File: src/rtl/retire_unit_pkg.sv
// Shared types and defaults for the in-order retire stage.
//
// Contents:
//   RETIRE_WIDTH_DEF / SB_DEPTH_DEF : default parameter values
//   XLEN, AREG_W, PREG_W            : data, architectural reg and physical reg widths
//   robEntryStruct                  : one completed ROB head slot
//   regReqStruct                    : register-file write request
//   freeRegStruct                   : physical register returned to the free list
//   memReqStruct                    : store request toward data memory
package retire_unit_pkg;

  localparam int RETIRE_WIDTH_DEF = 2;
  localparam int SB_DEPTH_DEF     = 4;

  localparam int XLEN   = 32;
  localparam int AREG_W = 5;
  localparam int PREG_W = 6;

  typedef struct packed {
    logic              valid;
    logic              RegWrite;
    logic              MemWrite;
    logic [AREG_W-1:0] rd;
    logic [PREG_W-1:0] rd_old;
    logic [XLEN-1:0]   result;   // ALU result; store address for MemWrite entries
    logic [XLEN-1:0]   wr_data;  // store data for MemWrite entries
  } robEntryStruct;

  typedef struct packed {
    logic              RegWrite;
    logic [AREG_W-1:0] rd;
    logic [XLEN-1:0]   wr_data;
    logic [AREG_W-1:0] rs1;
    logic [AREG_W-1:0] rs2;
  } regReqStruct;

  typedef struct packed {
    logic              valid;
    logic [PREG_W-1:0] reg_addr;
  } freeRegStruct;

  typedef struct packed {
    logic            valid;
    logic            MemWrite;
    logic            MemRead;
    logic [XLEN-1:0] addr;
    logic [XLEN-1:0] wr_data;
  } memReqStruct;

endpackage

File: src/rtl/retire_unit_store_buffer_fifo.sv
// Store buffer: a FIFO of memReqStruct that accepts up to MAX_PUSH entries per
// cycle (in slot order) and releases at most one per cycle.
//
// Ports:
//   clk, reset  : clock, synchronous active-high reset (pointers/count cleared)
//   push_valid  : per-lane push enables; enabled lanes are packed in lane order
//   push_data   : per-lane store requests
//   pop         : remove the head entry (ignored when empty)
//   head        : oldest entry (contents undefined when empty)
//   count       : current occupancy, 0..DEPTH
//   empty       : count == 0
module store_buffer_fifo
  import retire_unit_pkg::*;
#(
  parameter int DEPTH    = SB_DEPTH_DEF,
  parameter int MAX_PUSH = RETIRE_WIDTH_DEF
) (
  input  logic                         clk,
  input  logic                         reset,
  input  logic [MAX_PUSH-1:0]          push_valid,
  input  memReqStruct                  push_data [MAX_PUSH],
  input  logic                         pop,
  output memReqStruct                  head,
  output logic [$clog2(DEPTH+1)-1:0]   count,
  output logic                         empty
);

  localparam int PTR_W = $clog2(DEPTH);
  localparam int OCC_W = $clog2(DEPTH+1);

  memReqStruct      mem [DEPTH];
  logic [PTR_W-1:0] wr_ptr;
  logic [PTR_W-1:0] rd_ptr;
  logic [PTR_W-1:0] slot_off [MAX_PUSH];
  logic [31:0]      push_num;
  logic             pop_fire;

  // Each enabled lane lands at wr_ptr plus the number of enabled lanes below it,
  // so sparse push vectors still fill consecutive FIFO locations.
  always_comb begin
    push_num = '0;
    for (int i = 0; i < MAX_PUSH; i++) begin
      slot_off[i] = PTR_W'(push_num);
      if (push_valid[i]) push_num = push_num + 32'd1;
    end
  end

  assign empty    = (count == '0);
  assign pop_fire = pop && !empty;
  assign head     = mem[rd_ptr];

  // Storage needs no reset: validity is tracked entirely by count.
  always_ff @(posedge clk) begin
    for (int i = 0; i < MAX_PUSH; i++) begin
      if (push_valid[i]) mem[wr_ptr + slot_off[i]] <= push_data[i];
    end
  end

  // DEPTH is a power of two, so pointers wrap naturally.
  always_ff @(posedge clk) begin
    if (reset) begin
      wr_ptr <= '0;
      rd_ptr <= '0;
      count  <= '0;
    end else begin
      wr_ptr <= wr_ptr + PTR_W'(push_num);
      rd_ptr <= rd_ptr + PTR_W'(pop_fire);
      count  <= OCC_W'(32'(count) + push_num - 32'(pop_fire));
    end
  end

  a_no_overflow: assert property (@(posedge clk) disable iff (reset)
    (32'(count) + push_num - 32'(pop_fire)) <= 32'(DEPTH));

endmodule

File: src/rtl/retire_unit.sv
// In-order retire stage between the ROB head and architectural state.
// Each cycle it retires the oldest contiguous run of completed head slots,
// producing registered register-file writes / free-list returns and pushing
// stores into an internal store buffer that drains to memory.
//
// Ports:
//   clk, reset     : clock, synchronous active-high reset
//   head_entry     : ROB head slots, slot 0 oldest; .valid = completed
//   retire_cnt     : slots popped from the ROB this cycle (combinational)
//   reg_req        : per-slot register-file writes, one cycle after retire
//   free_reg       : per-slot freed physical registers, one cycle after retire
//   mem_req        : store buffer head (all-zero when empty)
//   mem_req_valid  : store buffer non-empty
//   mem_req_ready  : memory accepts mem_req this cycle
//   sb_empty       : store buffer empty
//   err_illegal    : sticky; an entry with neither RegWrite nor MemWrite retired
//   retired_total  : wrapping count of retired entries
module retire_unit
  import retire_unit_pkg::*;
#(
  parameter int RETIRE_WIDTH = RETIRE_WIDTH_DEF,
  parameter int SB_DEPTH     = SB_DEPTH_DEF
) (
  input  logic                                clk,
  input  logic                                reset,
  input  robEntryStruct                       head_entry [RETIRE_WIDTH],
  output logic [$clog2(RETIRE_WIDTH+1)-1:0]   retire_cnt,
  output regReqStruct                         reg_req [RETIRE_WIDTH],
  output freeRegStruct                        free_reg [RETIRE_WIDTH],
  output memReqStruct                         mem_req,
  output logic                                mem_req_valid,
  input  logic                                mem_req_ready,
  output logic                                sb_empty,
  output logic                                err_illegal,
  output logic [31:0]                         retired_total
);

  localparam int CNT_W = $clog2(RETIRE_WIDTH+1);
  localparam int OCC_W = $clog2(SB_DEPTH+1);

  logic [RETIRE_WIDTH-1:0] retire_vec;
  logic [RETIRE_WIDTH-1:0] illegal_vec;
  logic [RETIRE_WIDTH-1:0] push_valid;
  memReqStruct             push_data [RETIRE_WIDTH];
  logic [31:0]             scan_cnt;
  logic [31:0]             scan_stores;
  logic [31:0]             space;
  logic                    scan_stop;
  logic [OCC_W-1:0]        occupancy;
  memReqStruct             sb_head;
  logic                    sb_pop;

  // Space is taken from the registered occupancy only; a pop in this same
  // cycle is deliberately ignored so mem_req_ready never reaches retire_cnt.
  always_comb begin
    retire_vec  = '0;
    scan_cnt    = '0;
    scan_stores = '0;
    scan_stop   = 1'b0;
    space       = 32'(SB_DEPTH) - 32'(occupancy);
    for (int i = 0; i < RETIRE_WIDTH; i++) begin
      if (!scan_stop) begin
        if (!head_entry[i].valid) begin
          scan_stop = 1'b1;
        end else if (head_entry[i].MemWrite && (scan_stores >= space)) begin
          scan_stop = 1'b1;
        end else begin
          retire_vec[i] = 1'b1;
          scan_cnt      = scan_cnt + 32'd1;
          if (head_entry[i].MemWrite) scan_stores = scan_stores + 32'd1;
        end
      end
    end
    if (reset) begin
      retire_vec = '0;
      scan_cnt   = '0;
    end
  end

  assign retire_cnt = CNT_W'(scan_cnt);

  // A store that also claims RegWrite is treated purely as a store.
  always_comb begin
    for (int i = 0; i < RETIRE_WIDTH; i++) begin
      push_valid[i]  = retire_vec[i] && head_entry[i].MemWrite;
      illegal_vec[i] = retire_vec[i] && !head_entry[i].MemWrite && !head_entry[i].RegWrite;
      push_data[i]   = '{valid:    1'b1,
                         MemWrite: 1'b1,
                         MemRead:  1'b0,
                         addr:     head_entry[i].result,
                         wr_data:  head_entry[i].wr_data};
    end
  end

  store_buffer_fifo #(
    .DEPTH    (SB_DEPTH),
    .MAX_PUSH (RETIRE_WIDTH)
  ) u_sb (
    .clk        (clk),
    .reset      (reset),
    .push_valid (push_valid),
    .push_data  (push_data),
    .pop        (sb_pop),
    .head       (sb_head),
    .count      (occupancy),
    .empty      (sb_empty)
  );

  assign mem_req_valid = !sb_empty;
  assign mem_req       = sb_empty ? '0 : sb_head;
  assign sb_pop        = mem_req_valid && mem_req_ready;

  always_ff @(posedge clk) begin
    if (reset) begin
      for (int i = 0; i < RETIRE_WIDTH; i++) begin
        reg_req[i]  <= '0;
        free_reg[i] <= '0;
      end
      err_illegal   <= 1'b0;
      retired_total <= '0;
    end else begin
      for (int i = 0; i < RETIRE_WIDTH; i++) begin
        if (retire_vec[i] && head_entry[i].RegWrite && !head_entry[i].MemWrite) begin
          reg_req[i]  <= '{RegWrite: 1'b1,
                           rd:       head_entry[i].rd,
                           wr_data:  head_entry[i].result,
                           rs1:      '0,
                           rs2:      '0};
          free_reg[i] <= '{valid: 1'b1, reg_addr: head_entry[i].rd_old};
        end else begin
          reg_req[i]  <= '0;
          free_reg[i] <= '0;
        end
      end
      if (|illegal_vec) err_illegal <= 1'b1;
      retired_total <= retired_total + 32'(retire_cnt);
    end
  end

endmodule

File: config.mk
export PLATFORM = sky130hd
export DESIGN_NAME = retire_unit
export DESIGN_NICKNAME = d
export VERILOG_FILES = /design/src/rtl/retire_unit_pkg.sv /design/src/rtl/retire_unit_store_buffer_fifo.sv /design/src/rtl/retire_unit.sv
export SDC_FILE = /design/constraint.sdc
export NUM_CORES = 1
export LEC_CHECK = 0
export CAP_MARGIN = 0
export CORE_MARGIN = 5
export CORE_UTILIZATION = 56
export DETAILED_ROUTE_END_ITERATION = 12
export PLACE_DENSITY = 0.86
export SETUP_SLACK_MARGIN = 0.4
export SYNTH_ARGS = -nofsm -noshare
export SYNTH_HDL_FRONTEND = slang
export SYNTH_HIERARCHICAL = 1
export SYNTH_SLANG_ARGS = --single-unit
export TNS_END_PERCENT = 30
File: constraint.sdc
create_clock -name clk -period 13.2 [get_ports clk]
set_input_delay 1.32 -clock clk [delete_from_list [all_inputs] [get_ports clk]]
set_output_delay 1.32 -clock clk [all_outputs]
set_load 0.03 [all_outputs]
==> results of run 1 <==
==> per-stage QoR <==
| stage | cells | power (mW) | setup WS, ns | util, % | instance area (µm²) |
|---|---|---|---|---|---|
| after floorplan | 1232 | 2.07 | 5.95 | - | 18200 |
| after global placement | 1913 | 2.49 | 7.63 | 69.3 | 22000 |
| after detailed placement | 1913 | 2.51 | 7.30 | 69.3 | 22000 |
| after CTS | 1991 | 3.63 | 7.84 | 73.5 | 23300 |
| after global routing | 1991 | 3.74 | 7.53 | 73.5 | 23300 |
| final | 1991 | 3.60 | 7.80 | 73.5 | 23300 |
==> cells in the final DEF, fill, tap and decap left out, types with 3 or more instances in the layout <==
cell type	netlist	final
sky130_fd_sc_hd__and3_1	4	3
sky130_fd_sc_hd__nand4_1	9	9
sky130_fd_sc_hd__and4_1	6	6
sky130_fd_sc_hd__clkdlybuf4s50_1	0	352
sky130_fd_sc_hd__conb_1	2	44
sky130_fd_sc_hd__clkbuf_8	0	4
sky130_fd_sc_hd__inv_1	15	15
sky130_fd_sc_hd__ha_1	13	13
sky130_fd_sc_hd__mux4_2	67	67
sky130_fd_sc_hd__nand3_1	10	10
sky130_fd_sc_hd__o31ai_1	11	11
sky130_fd_sc_hd__or4_2	3	3
sky130_fd_sc_hd__xnor2_1	6	6
sky130_fd_sc_hd__edfxtp_1	268	268
sky130_fd_sc_hd__a21oi_1	17	17
sky130_fd_sc_hd__mux2_2	250	250
sky130_fd_sc_hd__dfxtp_1	128	126
sky130_fd_sc_hd__nor2b_1	76	76
sky130_fd_sc_hd__clkinv_2	0	6
sky130_fd_sc_hd__nand2b_1	4	4
sky130_fd_sc_hd__mux2_4	19	19
sky130_fd_sc_hd__o21ai_0	8	6
sky130_fd_sc_hd__xor2_1	11	11
sky130_fd_sc_hd__clkbuf_16	0	46
sky130_fd_sc_hd__or4_1	9	9
sky130_fd_sc_hd__or3_1	4	4
sky130_fd_sc_hd__nand2_1	16	16
sky130_fd_sc_hd__clkinv_1	0	6
sky130_fd_sc_hd__clkbuf_1	30	13
sky130_fd_sc_hd__nor2_1	25	24
sky130_fd_sc_hd__buf_4	22	18
sky130_fd_sc_hd__and2_1	91	91
==> path summary, 6_finish.rpt <==
| check | to | slack (ns) | cells past startpoint |
|---|---|---|---|
| setup / recovery | retired_total[24]$_SDFF_PP0_ | 7.80 | 15 |
| hold / removal | retired_total[27]$_SDFF_PP0_ | 0.50 | 2 |
| setup reg to reg | retired_total[24]$_SDFF_PP0_ | 8.05 | 18 |
| hold reg to reg | retired_total[27]$_SDFF_PP0_ | 0.50 | 2 |
==> cells by family (layout without fill, tap and decap cells) <==
kind of cell / Yosys count / after routing / synth area share (%)
AOI/OAI and AO/OA: 44 / 44 / 1.50
xor gates and xnor gates: 17 / 17 / 0.824
adders and majority gates: 15 / 15 / 1.12
buffers and inverters: 106 / 463 / 3.09
DFF: 396 / 396 / 58.7
muxes: 336 / 336 / 25.5
other: 2 / 44 / 0.0416
and+or+nand+nor: 274 / 274 / 9.21
==> routing by layer <==
layer  global-route usage, %  vias to the layer above
met3                    4.88                       85
met1                    31.0                     5602
met5                       0                        -
met4                    7.32                        8
met2                    43.0                      473
li1                        -                     5156
==> cell type report <==
cell class	instances	area, µm²	area share [%]
sequential	396	10600	45.6
multi-input combinational	730	7140	30.6
timing repair buffer	370	3660	15.7
clock buffer	63	1250	5.38
tap	402	503	2.16
clock inverter	15	75.1	0.322
inverter	15	56.3	0.242
==> report_power, final <==
group / internal [mW] / switching, mW
clock: 0.658 / 0.466
combinational: 0.449 / 0.593
sequential: 1.39 / 0.0368
total: 2.50 / 1.10
==> critical path, delay by kind of cell <==
family	cells	cell delay, ns
and+or+nand+nor	7	2.24
AOI/OAI and AO/OA	2	0.31
adders and majority gates	4	1.33
buffers and inverters	2	0.63
==> run summary, run 1 <==
## Synth
- ys flop type: sky130_fd_sc_hd__edfxtp_1
- biggest area consumer among synthesized cells: sky130_fd_sc_hd__edfxtp_1
- number of flops mapped to enable cells by yosys: 268
- portion of the post-synthesis area used by sequential elements: 58.7%
- most instantiated library cell after synthesis: sky130_fd_sc_hd__edfxtp_1
- yosys warns: 6
- share of the synthesized area in the top cell type: 44.5%
- post-synthesis sequential element count: 396
- proportion of register bits with asynchronous set or reset after synthesis: 0%
- synthesized area per cell: 15.2 µm²
- Distinct cells, synth: 51
- post-synthesis instance total: 1190
- most frequent cells after synthesis: sky130_fd_sc_hd__edfxtp_1, sky130_fd_sc_hd__mux2_2, sky130_fd_sc_hd__dfxtp_1
- Syn Std Cell Area: 18100 µm²
- leading post-synthesis cells by cell area: sky130_fd_sc_hd__edfxtp_1, sky130_fd_sc_hd__mux2_2, sky130_fd_sc_hd__dfxtp_1

## Global routing
- first-pass GRT wire length: 69100 µm
- number of global-route vias before repair: 12105
- number of antenna violations at the first check in global routing: 4
- total grt overflow: 0
- maximum number of pins on one net before global-route repair: 69
- GRT Util Overall: 24.5%

## CTS
- Post-CTS Hold Buffers: 0
- depth of the CTS H-tree: 2
- Num CTS Buffers: 43
- clock-pin slew on the worst setup and hold paths: 0.06 ns
- CTS resizes: 0
- Sinks on Clock Net: 396
- worst-skew pair later-pin latency: 0.52 ns
- buffers from clock root to sink, at most: 3
- CTS tree: done
- setup repair bufs after CTS: 0
- buffer cell driving the clock tree root: sky130_fd_sc_hd__clkbuf_16

## Route
- remaining number of nets flagged by the antenna check after routing: 0
- routed length on met1: 17500 µm
- Vias: 11324
- detail-routed net length per standard cell: 22.5 µm
- detailed router's first-iteration violation count: 695
- wire length after detailed routing: 44700 µm
- met2 routed wirelength: 22700 µm
- vias per std cell: 5.69
- routed length on met3: 3260 µm
- highest metal layer used by the detailed router: met5
- DRC violations left: 0
- first drt pass iteration count: 6

## Finish
- number of nets in the finished design: 1730
- synthesis-to-layout area growth: 29.0%
- number of flip-flops in the largest register: 268
- proportion of layout cells with a drive suffix above 1: 27.1%
- count of antenna diodes in the layout: 0
- fillcell total: 1958

## Pwr
- pwr dens: 154 nW/µm²
- leakage power of the design: 7.96 nW
- worst vdd rail ir drop: 0.140 mV

## Critical path
- required time of the critical path: 13.64 ns
- endpoint kind of the worst setup timing path: flop
- critical path cell sequence: clkdlybuf4s50_1 -> nand3_1 -> ha_1 -> nand2b_1 -> o2111ai_1 -> ha_1 -> nor2b_1 -> nor3_1 -> ha_1 -> inv_1 -> fa_1 -> and4b_1 -> nand4_1 -> or4_2 -> a21oi_1
- source of the critical timing path: head_entry[153]
- CP peak stage delay: 0.81 ns
- startpoint types: input port
- Slowest cell on crit path: sky130_fd_sc_hd__or4_2
- largest driver fanout on the critical path: 17
- most used cell, CP: sky130_fd_sc_hd__ha_1
- classification of the worst setup path: in2reg
- data arrival time of the critical path: 5.84 ns
- Reg-to-Reg Start: u_sb/count[0]$_SDFF_PP0_

## Floorplanning
- Starting Density: 57.0%
- number of I/O pins: 373
- die boundary height: 190 µm
- total core area: 31700 µm²
- Die Footprint: 36000 µm²
- Die W: 190 µm
- Rows: 65

## STA
- Max Clock Skew: 0.0112 ns
- period utilisation layout: 40.9%
- transition time at the pin with the least slew margin: 1.10 ns
- Fmax: 0.185 GHz
- post-layout min period: 5.40 ns
- final count of hold timing violations: 0
- Hold WS: 0.503 ns
- Slew Viols, Final: 0
- unrepaired setup endpoints after global routing: false
- Relative slew margins: 26.2%
- final count of negative-setup-slack endpoints: 0
- setup total negative slack: 0 ns

## Worst hold path
- hold wc startpoint: retired_total[27]$_SDFF_PP0_
- Hold Crit Class: reg2reg

## Job
- number of max-capacitance violations reported: 0

## Place
- final weighted congestion in routability-driven placement: 0.869
- post-DP HPWL: 27900 µm
- Port Buffer Count: 352

## Run status
- run status: finished, final reports clean

No activity file was read; power rests on OpenSTA's default activity.
==> inputs of run 2 (changes only) <==
- CORE_UTILIZATION: 56 -> 52
- PLACE_DENSITY: 0.86 -> 0.81
- clock period: 13.2 -> 5.1 ns (I/O delays scaled with it)
==> run summary, run 2 (synthesis results as in run 1) <==
## STA
- Max Clock Skew: 0.00988 ns, -0.00133 ns
- transition time at the pin with the least slew margin: 1.10 ns, -0.00479 ns
- final count of hold timing violations: 0, unchanged
- unrepaired setup endpoints after global routing: false
- Relative slew margins: 26.5%, +0.32 points
- setup total negative slack: 0 ns, unchanged
- setup ws final: 0.704 ns, -7.10 ns
- Fmax: 0.227 GHz
- final count of negative-setup-slack endpoints: 0, unchanged
- post-layout min period: 4.40 ns
- period utilisation layout: 86.2%
- Slew Viols, Final: 0, unchanged

## Pwr
- cell-internal power: 6.49 mW, +160%
- pwr dens: 398 nW/µm², +160%
- switching power share of the total: 30.6%, +0.11 points
- switching power: 2.86 mW, +160%
- portion of total power attributed to the clock network: 31.4%, about the same
- part of the power in registers: 39.6%, -0.2 points
- leakage power of the design: 8.00 nW, +0.52%
- worst vdd rail ir drop: 0.289 mV, +110%
- part of the power in combinational logic: 29.0%, about the same

## Critical path
- minimum setup slack among reg-to-reg paths: 0.70 ns, -7.35 ns
- endpoint of the worst-slack reg-to-reg timing path: retired_total[30]$_SDFF_PP0_
- CP peak stage delay: 0.48 ns, -0.33 ns
- largest driver fanout on the critical path: 11, -6
- most used cell, CP: sky130_fd_sc_hd__ha_1
- required time of the critical path: 5.57 ns, -8.07 ns
- data arrival time of the critical path: 4.86 ns, -0.98 ns
- critical path cell sequence: inv_1 -> ha_1 -> nor4bb_2 -> o21ai_1 -> nand3_1 -> ha_1 -> nand2b_1 -> o2111ai_1 -> ha_1 -> nor2b_1 -> nor3_2 -> ha_2 -> inv_1 -> fa_1 -> and4b_2 -> nand4_1 -> buf_4 -> or4_1 -> a21oi_1
- endpoint kind of the worst setup timing path: flop
- number of cells traversed by the worst register-to-register path: 19, +1
- startpoint types: flop
- Slowest cell on crit path: sky130_fd_sc_hd__or4_1
- Reg-to-Reg Start: u_sb/count[0]$_SDFF_PP0_
- classification of the worst setup path: reg2reg

## CTS
- buffer cell driving the clock tree root: sky130_fd_sc_hd__clkbuf_16
- buffers from clock root to sink, at most: 3, unchanged
- depth of the CTS H-tree: 2, unchanged
- Num CTS Buffers: 42, -2.3%
- Post-CTS Hold Buffers: 0, unchanged
- CTS tree: done
- Sinks on Clock Net: 396, unchanged
- clock-pin slew on the worst setup and hold paths: 0.06 ns, about the same
- worst-skew pair later-pin latency: 0.54 ns, +0.02 ns

## Global routing
- first-pass GRT wire length: 68500 µm, -0.93%
- total grt overflow: 0, unchanged
- maximum number of pins on one net before global-route repair: 58, -16%
- GRT Util Overall: 22.5%, -1.9 points
- number of antenna violations at the first check in global routing: 2, -2
- number of global-route vias before repair: 11923, -1.5%

## Route
- DRC violations left: 0, unchanged
- remaining number of nets flagged by the antenna check after routing: 0, unchanged
- Vias: 11265, -0.52%
- detail-routed net length per standard cell: 21.7 µm, -3.2%
- first drt pass iteration count: 4, -2
- wire length after detailed routing: 44600 µm, -0.37%
- vias per std cell: 5.50, -3.4%
- detailed router's first-iteration violation count: 551, -21%

## Worst hold path
- hold wc startpoint: retired_total[27]$_SDFF_PP0_
- Hold Crit Class: reg2reg
- hold path depth: 2, unchanged
- sink of the worst hold path: retired_total[27]$_SDFF_PP0_

## Finish
- number of nets in the finished design: 1734, +0.23%
- proportion of layout cells with a drive suffix above 1: 27.7%, +0.61 points
- most used cells in the layout excluding fill and tap cells: sky130_fd_sc_hd__clkdlybuf4s50_1, sky130_fd_sc_hd__edfxtp_1, sky130_fd_sc_hd__mux2_2, sky130_fd_sc_hd__dfxtp_1, sky130_fd_sc_hd__and2_1
- number of flip-flops in the largest register: 268, unchanged
- synthesis-to-layout area growth: 30.0%
- most frequent standard cell in the layout excluding fill and tap cells: sky130_fd_sc_hd__clkdlybuf4s50_1

## Floorplanning
- die boundary height: 196 µm, +3.6%
- Rows: 68, +4.6%
- Starting Density: 52.5%, -4.5 points
- number of I/O pins: 373, unchanged
- Die Footprint: 38600 µm², +7.3%
- Die W: 196 µm, +3.6%
- total core area: 34500 µm², +8.6%

## Place
- post-DP HPWL: 27800 µm, -0.39%
- Port Buffer Count: 352, unchanged
- Post-Place Worst Slack: 0.433 ns, -6.87 ns
- final weighted congestion in routability-driven placement: 0.796, -8.4%

## Run status
- run status: finished, final reports clean

## Job
- number of max-capacitance violations reported: 0, unchanged

-- run 2: cell count changes in the layout (fill, tap and decap cells not counted), moves of 2 or more --
| cell | previous run | this run |
|---|---|---|
| sky130_fd_sc_hd__dfxtp_2 | 0 | 2 |
| sky130_fd_sc_hd__dfxtp_1 | 126 | 124 |
| sky130_fd_sc_hd__clkinv_2 | 6 | 8 |
| sky130_fd_sc_hd__buf_12 | 0 | 6 |
-- run 2: what timing repair did --
item	in CTS	in global routing
pin swaps	1	1
setup buffers	1	1
gates cloned	0	0
endpoints found under the setup margin	1	8
gates resized for setup	0	7
-- run 2: worst max-delay path, delay by kind of cell, from the launching register on --
family | cells | cell delay (ns)
simple gates | 8 | 1.61
flops | 1 | 0.39
compound gates | 3 | 0.48
buf+inv | 3 | 0.38
fa+ha+maj | 5 | 1.47
-- run 2: power groups by stage --
stage	sequential (mW)	combinational, mW	clock [mW]
5_1_grt	3.72	2.87	3.13
4_1_cts	3.71	2.74	2.99
3_5_place_dp	3.77	2.72	0
3_3_place_gp	3.77	2.70	0
6_report	3.71	2.71	2.93
2_1_floorplan	3.75	1.61	0
-- run 2: worst max path at each step --
stage | slack (ns) | from | end
after floorplan | 0.11 | u_sb/count[0]$_SDFF_PP0_ | u_sb/mem[0][0]$_DFFE_PP_
after global placement | 0.60 | head_entry[153] | retired_total[22]$_SDFF_PP0_
after detailed placement | 0.43 | head_entry[153] | retired_total[30]$_SDFF_PP0_
after CTS | 0.42 | u_sb/count[0]$_SDFF_PP0_ | retired_total[30]$_SDFF_PP0_
after global routing | 0.40 | u_sb/count[0]$_SDFF_PP0_ | retired_total[24]$_SDFF_PP0_
final | 0.70 | u_sb/count[0]$_SDFF_PP0_ | retired_total[30]$_SDFF_PP0_
-- run 2: stage by stage --
step                total power [mW]  area, µm²  utilization [%]  hold slack (ns)  instances
global placement                6.46      22100             64.3            0.484       1969
global route                    9.72      23500             68.2            0.514       2050
detailed placement              6.49      22100             64.3            0.500       1969
finish                          9.35      23500             68.2            0.514       2050
CTS                             9.45      23500             68.1            0.508       2048
floorplan                       5.36      18200                -            0.512       1232
-- run 2: cell type report --
class,count,area [µm²]
fillers,2412,11000
repair buffers,375,3770
multi-input cells,730,7160
well taps,455,569
diodes,1,2.50
clock inverters,16,105
inverters,15,56.3
flip-flops and latches,396,10600
clock buffers,62,1220
-- run 2: per-layer routing --
metal,vias to the layer above,part of all wire [%],GRT usage [%]
met3,81,6.2,5.26
met5,-,0.025,0
met1,5650,40,28.2
met2,354,51,39.4
li1,5178,-,-
met4,2,2.9,6.62
